==> src/rtl/pcm_frame_packer_if.sv <==
// Serialised PCM beat stream: one channel sample per beat, valid/ready handshake.
interface pcm_frame_packer_if #(
    parameter int NCH = 8,
    parameter int W   = 17
);
    localparam int CW = $clog2(NCH);

    logic [W-1:0]  m_data;
    logic [CW-1:0] m_chan;
    logic          m_first;
    logic          m_last;
    logic          m_valid;
    logic          m_ready;

    modport master (
        output m_data, m_chan, m_first, m_last, m_valid,
        input  m_ready
    );

    modport slave (
        input  m_data, m_chan, m_first, m_last, m_valid,
        output m_ready
    );
endinterface

==> src/rtl/pcm_frame_packer.sv <==
// Snapshots NCH CIC outputs per decimation strobe and streams them one channel
// per beat, with start-up frame skipping, a one-frame pending buffer and drop tracking.
module pcm_frame_packer #(
    parameter int NCH         = 8,
    parameter int W           = 17,
    parameter int SKIP_FRAMES = 3
) (
    input  logic                 clk,
    input  logic                 rst,
    input  logic                 dec_stb,
    input  logic [NCH*W-1:0]     s_data,
    pcm_frame_packer_if.master   m,
    output logic                 ovf,
    input  logic                 ovf_clr,
    output logic [7:0]           drop_cnt,
    output logic [15:0]          frame_cnt
);
    localparam int            CW       = $clog2(NCH);
    localparam logic [CW-1:0] LAST_IDX = CW'(NCH - 1);

    typedef enum logic {IDLE, SEND} state_t;

    state_t        state_reg, state_next;
    logic [3:0]    skip_reg, skip_next;
    logic [CW-1:0] idx_reg, idx_next, idx_inc;
    logic [W-1:0]  act_reg [NCH];
    logic [W-1:0]  act_next [NCH];
    logic [W-1:0]  pend_reg [NCH];
    logic [W-1:0]  pend_next [NCH];
    logic          pend_full_reg, pend_full_next;
    logic [W-1:0]  data_reg, data_next;
    logic          first_reg, first_next;
    logic          last_reg, last_next;
    logic          ovf_reg, ovf_next;
    logic [7:0]    drop_cnt_reg, drop_cnt_next;
    logic [15:0]   frame_cnt_reg, frame_cnt_next;

    logic [W-1:0]  s_ch [NCH];
    logic          stb_eff, xfer, last_xfer, drop;

    generate
        for (genvar gi = 0; gi < NCH; gi++) begin : g_unpack
            assign s_ch[gi] = s_data[gi*W +: W];
        end
    endgenerate

    assign stb_eff   = dec_stb && (skip_reg == 4'd0);
    assign xfer      = (state_reg == SEND) && m.m_ready;
    assign last_xfer = xfer && (idx_reg == LAST_IDX);
    assign idx_inc   = idx_reg + CW'(1);

    always_comb begin
        state_next     = state_reg;
        skip_next      = skip_reg;
        idx_next       = idx_reg;
        act_next       = act_reg;
        pend_next      = pend_reg;
        pend_full_next = pend_full_reg;
        data_next      = data_reg;
        ovf_next       = ovf_reg;
        drop_cnt_next  = drop_cnt_reg;
        frame_cnt_next = frame_cnt_reg;
        drop           = 1'b0;

        if (dec_stb && (skip_reg != 4'd0))
            skip_next = skip_reg - 4'd1;

        case (state_reg)
            IDLE: begin
                if (stb_eff) begin
                    act_next   = s_ch;
                    idx_next   = '0;
                    data_next  = s_ch[0];
                    state_next = SEND;
                end
            end
            SEND: begin
                if (last_xfer) begin
                    frame_cnt_next = frame_cnt_reg + 16'd1;
                    if (pend_full_reg) begin
                        // Pending frame follows with no bubble; a coincident strobe refills pending.
                        act_next  = pend_reg;
                        idx_next  = '0;
                        data_next = pend_reg[0];
                        if (stb_eff)
                            pend_next = s_ch;
                        else
                            pend_full_next = 1'b0;
                    end else if (stb_eff) begin
                        act_next  = s_ch;
                        idx_next  = '0;
                        data_next = s_ch[0];
                    end else begin
                        state_next = IDLE;
                    end
                end else begin
                    if (xfer) begin
                        idx_next  = idx_inc;
                        data_next = act_reg[idx_inc];
                    end
                    if (stb_eff) begin
                        if (!pend_full_reg) begin
                            pend_next      = s_ch;
                            pend_full_next = 1'b1;
                        end else begin
                            drop = 1'b1;
                        end
                    end
                end
            end
            default: state_next = IDLE;
        endcase

        // A drop coinciding with a clear leaves exactly that one drop recorded.
        if (drop) begin
            ovf_next = 1'b1;
            if (ovf_clr)
                drop_cnt_next = 8'd1;
            else if (drop_cnt_reg != 8'hFF)
                drop_cnt_next = drop_cnt_reg + 8'd1;
        end else if (ovf_clr) begin
            ovf_next      = 1'b0;
            drop_cnt_next = 8'd0;
        end

        first_next = (state_next == SEND) && (idx_next == '0);
        last_next  = (state_next == SEND) && (idx_next == LAST_IDX);
    end

    always_ff @(posedge clk or posedge rst) begin
        if (rst) begin
            state_reg     <= IDLE;
            skip_reg      <= 4'(SKIP_FRAMES);
            idx_reg       <= '0;
            act_reg       <= '{default: '0};
            pend_reg      <= '{default: '0};
            pend_full_reg <= 1'b0;
            data_reg      <= '0;
            first_reg     <= 1'b0;
            last_reg      <= 1'b0;
            ovf_reg       <= 1'b0;
            drop_cnt_reg  <= 8'd0;
            frame_cnt_reg <= 16'd0;
        end else begin
            state_reg     <= state_next;
            skip_reg      <= skip_next;
            idx_reg       <= idx_next;
            act_reg       <= act_next;
            pend_reg      <= pend_next;
            pend_full_reg <= pend_full_next;
            data_reg      <= data_next;
            first_reg     <= first_next;
            last_reg      <= last_next;
            ovf_reg       <= ovf_next;
            drop_cnt_reg  <= drop_cnt_next;
            frame_cnt_reg <= frame_cnt_next;
        end
    end

    assign m.m_valid = (state_reg == SEND);
    assign m.m_data  = data_reg;
    assign m.m_chan  = idx_reg;
    assign m.m_first = first_reg;
    assign m.m_last  = last_reg;
    assign ovf       = ovf_reg;
    assign drop_cnt  = drop_cnt_reg;
    assign frame_cnt = frame_cnt_reg;
endmodule

==> src/flat_wrapper.sv <==
// flat-port wrapper written by rule: the top's interface ports become plain ports
module pcm_frame_packer_flat 
#(
    parameter int NCH         = 8,
    parameter int W           = 17,
    parameter int SKIP_FRAMES = 3
)
  (clk, rst, dec_stb, s_data, ovf, ovf_clr, drop_cnt, frame_cnt, m_m_data, m_m_chan, m_m_first, m_m_last, m_m_valid, m_m_ready);
  pcm_frame_packer_if #(.NCH(NCH), .W(W)) m_i ();
  input  logic clk;
  input  logic rst;
  input  logic dec_stb;
  input  logic [NCH*W-1:0] s_data;
  output logic ovf;
  input  logic ovf_clr;
  output logic [7:0] drop_cnt;
  output logic [15:0] frame_cnt;
  output wire logic [$bits(m_i.m_data)-1:0] m_m_data;
  output wire logic [$bits(m_i.m_chan)-1:0] m_m_chan;
  output wire logic [$bits(m_i.m_first)-1:0] m_m_first;
  output wire logic [$bits(m_i.m_last)-1:0] m_m_last;
  output wire logic [$bits(m_i.m_valid)-1:0] m_m_valid;
  input wire logic [$bits(m_i.m_ready)-1:0] m_m_ready;
  assign m_m_data = m_i.m_data;
  assign m_m_chan = m_i.m_chan;
  assign m_m_first = m_i.m_first;
  assign m_m_last = m_i.m_last;
  assign m_m_valid = m_i.m_valid;
  assign m_i.m_ready = m_m_ready;
  pcm_frame_packer #(.NCH(NCH), .W(W), .SKIP_FRAMES(SKIP_FRAMES)) u_core (.clk(clk), .rst(rst), .dec_stb(dec_stb), .s_data(s_data), .m(m_i), .ovf(ovf), .ovf_clr(ovf_clr), .drop_cnt(drop_cnt), .frame_cnt(frame_cnt));
endmodule
==> config.mk <==
export PLATFORM = sky130hd
export DESIGN_NAME = pcm_frame_packer_flat
export DESIGN_NICKNAME = d
export VERILOG_FILES = /design/src/rtl/pcm_frame_packer_if.sv /design/src/rtl/pcm_frame_packer.sv /design/src/flat_wrapper.sv
export SDC_FILE = /design/constraint.sdc
export NUM_CORES = 1
export LEC_CHECK = 0
export CORE_MARGIN = 2
export CORE_UTILIZATION = 34
export DETAILED_ROUTE_END_ITERATION = 10
export DONT_BUFFER_PORTS = 1
export GPL_TIMING_DRIVEN = 0
export MAX_ROUTING_LAYER = met4
export PLACE_DENSITY_LB_ADDON = 0.15
export REMOVE_ABC_BUFFERS = 1
export SLEW_MARGIN = 30
export SYNTH_ARGS = -nofsm -noshare
export SYNTH_HDL_FRONTEND = slang
export SYNTH_SLANG_ARGS = --single-unit
==> constraint.sdc <==
create_clock -name clk -period 18 [get_ports clk]
set_input_delay 3.6 -clock clk [delete_from_list [all_inputs] [get_ports clk]]
set_output_delay 3.6 -clock clk [all_outputs]
set_load 0.05 [all_outputs]
==> metrics <==
status finished, final reports clean; Most used DFF post-synth dfrtp_1; Distinct cells, synth 50; post-CTS setup buffer count 0; Clock Latency Late Sink ~0.56 ns; Worst Tran Pin Value roughly 0.91 ns; Post-synth EDFFs 0; Period minus WS final around 5.5 ns; worst vdd ir ~0.12 mV; clock buffer depth 3; Die Y-Extent roughly 220 um; DRT Wirelength 40570 um; CTS tree done; origin of the critical flop-to-flop path u_core.m.m_chan[0]$_DFF_PP0_; Hold Path Origin u_core.act_reg[88]$_DFFE_PP0P_; area delta synth->final 14.03%; DRT antenna net count 0; Critical Path RT approximately 18 ns; drc violations 0; Crit. End Element flop; Diodes inserted 0; clk_skew roughly 0.025 ns; Core Box Area 45090 um2; Worst Setup Start Kind input pin; Root Driver clkbuf_16; total power roughly 3.4 mW; first-pass GRT wire length between 60000 and 70000 um; gp weighted congestion 0.7424; Vias a little under 10000; post-route cell area around 18000 um2; Area after DPL 16340 um2; vias in the first global route approximately 10000; num rows just under 80; io pins ~190; Total GRT Usage 18.00%; headroom to the max-slew limit between 30% and 40%; post-CTS sizing 0; RSZ-0062 raised after global routing no; Pins Over Slew Limit 0; Starting Density roughly a third; I/O Buffers 0; Num CTS Buffers 41; initial antenna violation count 0; Max-Cap Viols 0; via density per instance between 5 and 6; nets@finish approximately 1400; die width between 200 and 250 um; Cells after Synth around 1300; die footprint about 47000 um2; pin count of the biggest net entering global routing just over 80; initial drt markers between 500 and 600; CP arrival 5.97 ns; final count of hold timing violations 0; fin crit share a little under a third; CTS Hold Bufs 0; drt wl/cell approximately 21 um; post-DP HPWL 26030 um; Worst Hold Class flop to flop; share of layout cells above drive strength 1 between 20% and 30%; asr flop ratio synth 100.0%; Max Freq about 0.18 GHz; CP Class input pin to flop; setup TNS 0 ns; clock sinks around 330; Worst-path clk slew roughly 0.060 ns; # setup viols final 0; 1st-pass router iterations 4; Mean Syn Cell Area ~12 um2; Cell Pwr Density between 150 and 200 nW/um2; CP max FO 32; synthesized area 15440 um2; Pleak roughly 8.2 nW; CP Launch Point dec_stb; CTS H-tree depth 2; Seq/Total Area, Yosys ~53%; Synth warnings 0; GRT overflow 0; Synth Register Bits 325
==> area by class of cell <==
| cell class | count | area [um2] |
|---|---|---|
| multi-input combinational | 875 | 6863 |
| tap | 600 | 750.7 |
| fill | 4417 | 27480 |
| timing repair buffer | 22 | 525.5 |
| sequential | 325 | 8144 |
| clock inverter | 15 | 145.1 |
| clock buffer | 58 | 1130 |
| inverter | 12 | 52.55 |
==> logic make-up (layout without fill, tap and decap cells) <==
logic type | after synthesis | in the layout | share of synthesized area, %
multiplexers | 325 | 325 | 24.66
adder cells (fa/ha/maj) | 6 | 6 | 0.4861
AO/OA/AOI/OAI | 265 | 265 | 10.18
XOR/XNOR | 19 | 19 | 1.078
flip-flops | 325 | 325 | 52.68
AND/OR/NAND/NOR | 260 | 260 | 7.510
buffers and inverters | 107 | 107 | 3.403
==> worst max-delay path, cell delays in order <==
cell	delay, ns
and4bb_2	0.79
nand3_4	0.58
buf_16	0.38
buf_12	0.21
mux2_4	0.32
==> final timing paths <==
check | endpoint | slack [ns] | depth (start not counted)
worst max-delay path | u_core.pend_reg[88]$_DFFE_PP0P_ | 12.48 | 5
worst min-delay path | u_core.act_reg[88]$_DFFE_PP0P_ | 0.47 | 2
worst min register to register | u_core.act_reg[88]$_DFFE_PP0P_ | 0.47 | 2
min in group asynchronous | u_core.pend_reg[50]$_DFFE_PP0P_ | 2.94 | 1
max in group asynchronous | u_core.m.m_valid$_DFF_PP0_ | 13.92 | 3
worst max register to register | u_core.pend_reg[88]$_DFFE_PP0P_ | 14.39 | 9
==> per-stage QoR <==
step / std cells / hold WS (ns) / setup WS, ns / utilization, %
finish: 1907 / 0.4746 / 12.48 / 39.06
global route: 1907 / 0.4922 / 12.43 / 39.06
CTS: 1907 / 0.4813 / 12.50 / 39.06
detailed placement: 1834 / 0.4689 / 11.89 / 36.23
global placement: 1812 / 0.4595 / 0.7657 / 34.85
floorplan: 1212 / 0.4446 / 5.405 / -
==> power by group <==
| part | internal, mW | switching [mW] |
|---|---|---|
| Sequential | 1.06 | 0.308 |
| Clock | 0.467 | 0.330 |
| Combinational | 0.599 | 0.587 |
==> routing by layer <==
metal  share of wire [%]  global-route usage [%]
met3                 7.5                   5.898
met2                  45                   27.34
met1                  45                   23.12
met5                   0                       -
met4                 2.3                   4.795
==> Yosys cell counts, types with 2 or more instances <==
master	number	share of area (%)
dfrtp_1	323	52
nand2_1	186	4.5
mux2i_1	154	10
o21ai_0	141	4.6
mux2_2	114	8.3
buf_2	48	1.6
mux2_4	40	3.9
a22oi_1	35	1.7
clkbuf_1	29	0.70
a21oi_1	26	0.84
nand4_1	22	0.89
a21o_1	19	0.92
o211ai_1	18	0.87
mux4_2	17	2.5
o21bai_1	15	0.73
xnor2_1	14	0.79
inv_1	12	0.29
nand3_1	10	0.32
nor2_1	10	0.24
buf_1	8	0.19
buf_6	7	0.51
ha_1	6	0.49
nor3_1	5	0.16
xor2_1	5	0.28
o31ai_1	4	0.19
and2_1	3	0.12
and4_1	3	0.17
buf_4	3	0.15
nand3b_1	3	0.15
nor2b_1	3	0.12
and3_1	2	0.081
dfstp_2	2	0.34
nor4_1	2	0.081
or3_1	2	0.081
==> cell usage in the layout (no fill, tap or decap), types with 7 or more instances in the layout <==
cell / synthesis / final
a21o_1: 19 / 18
mux2_4: 40 / 40
o21ai_0: 141 / 141
o211ai_1: 18 / 18
nor2_1: 10 / 9
dfrtp_1: 323 / 320
clkbuf_1: 29 / 13
clkbuf_16: 0 / 41
buf_16: 0 / 12
buf_12: 0 / 9
inv_1: 12 / 10
mux4_2: 17 / 17
clkinv_2: 0 / 7
a22oi_1: 35 / 35
xnor2_1: 14 / 14
nand2_1: 186 / 185
a21oi_1: 26 / 26
mux2_2: 114 / 114
mux2i_1: 154 / 154
nand3_1: 10 / 9
o21bai_1: 15 / 15
nand4_1: 22 / 22
Power figures use the tool's default switching activity.
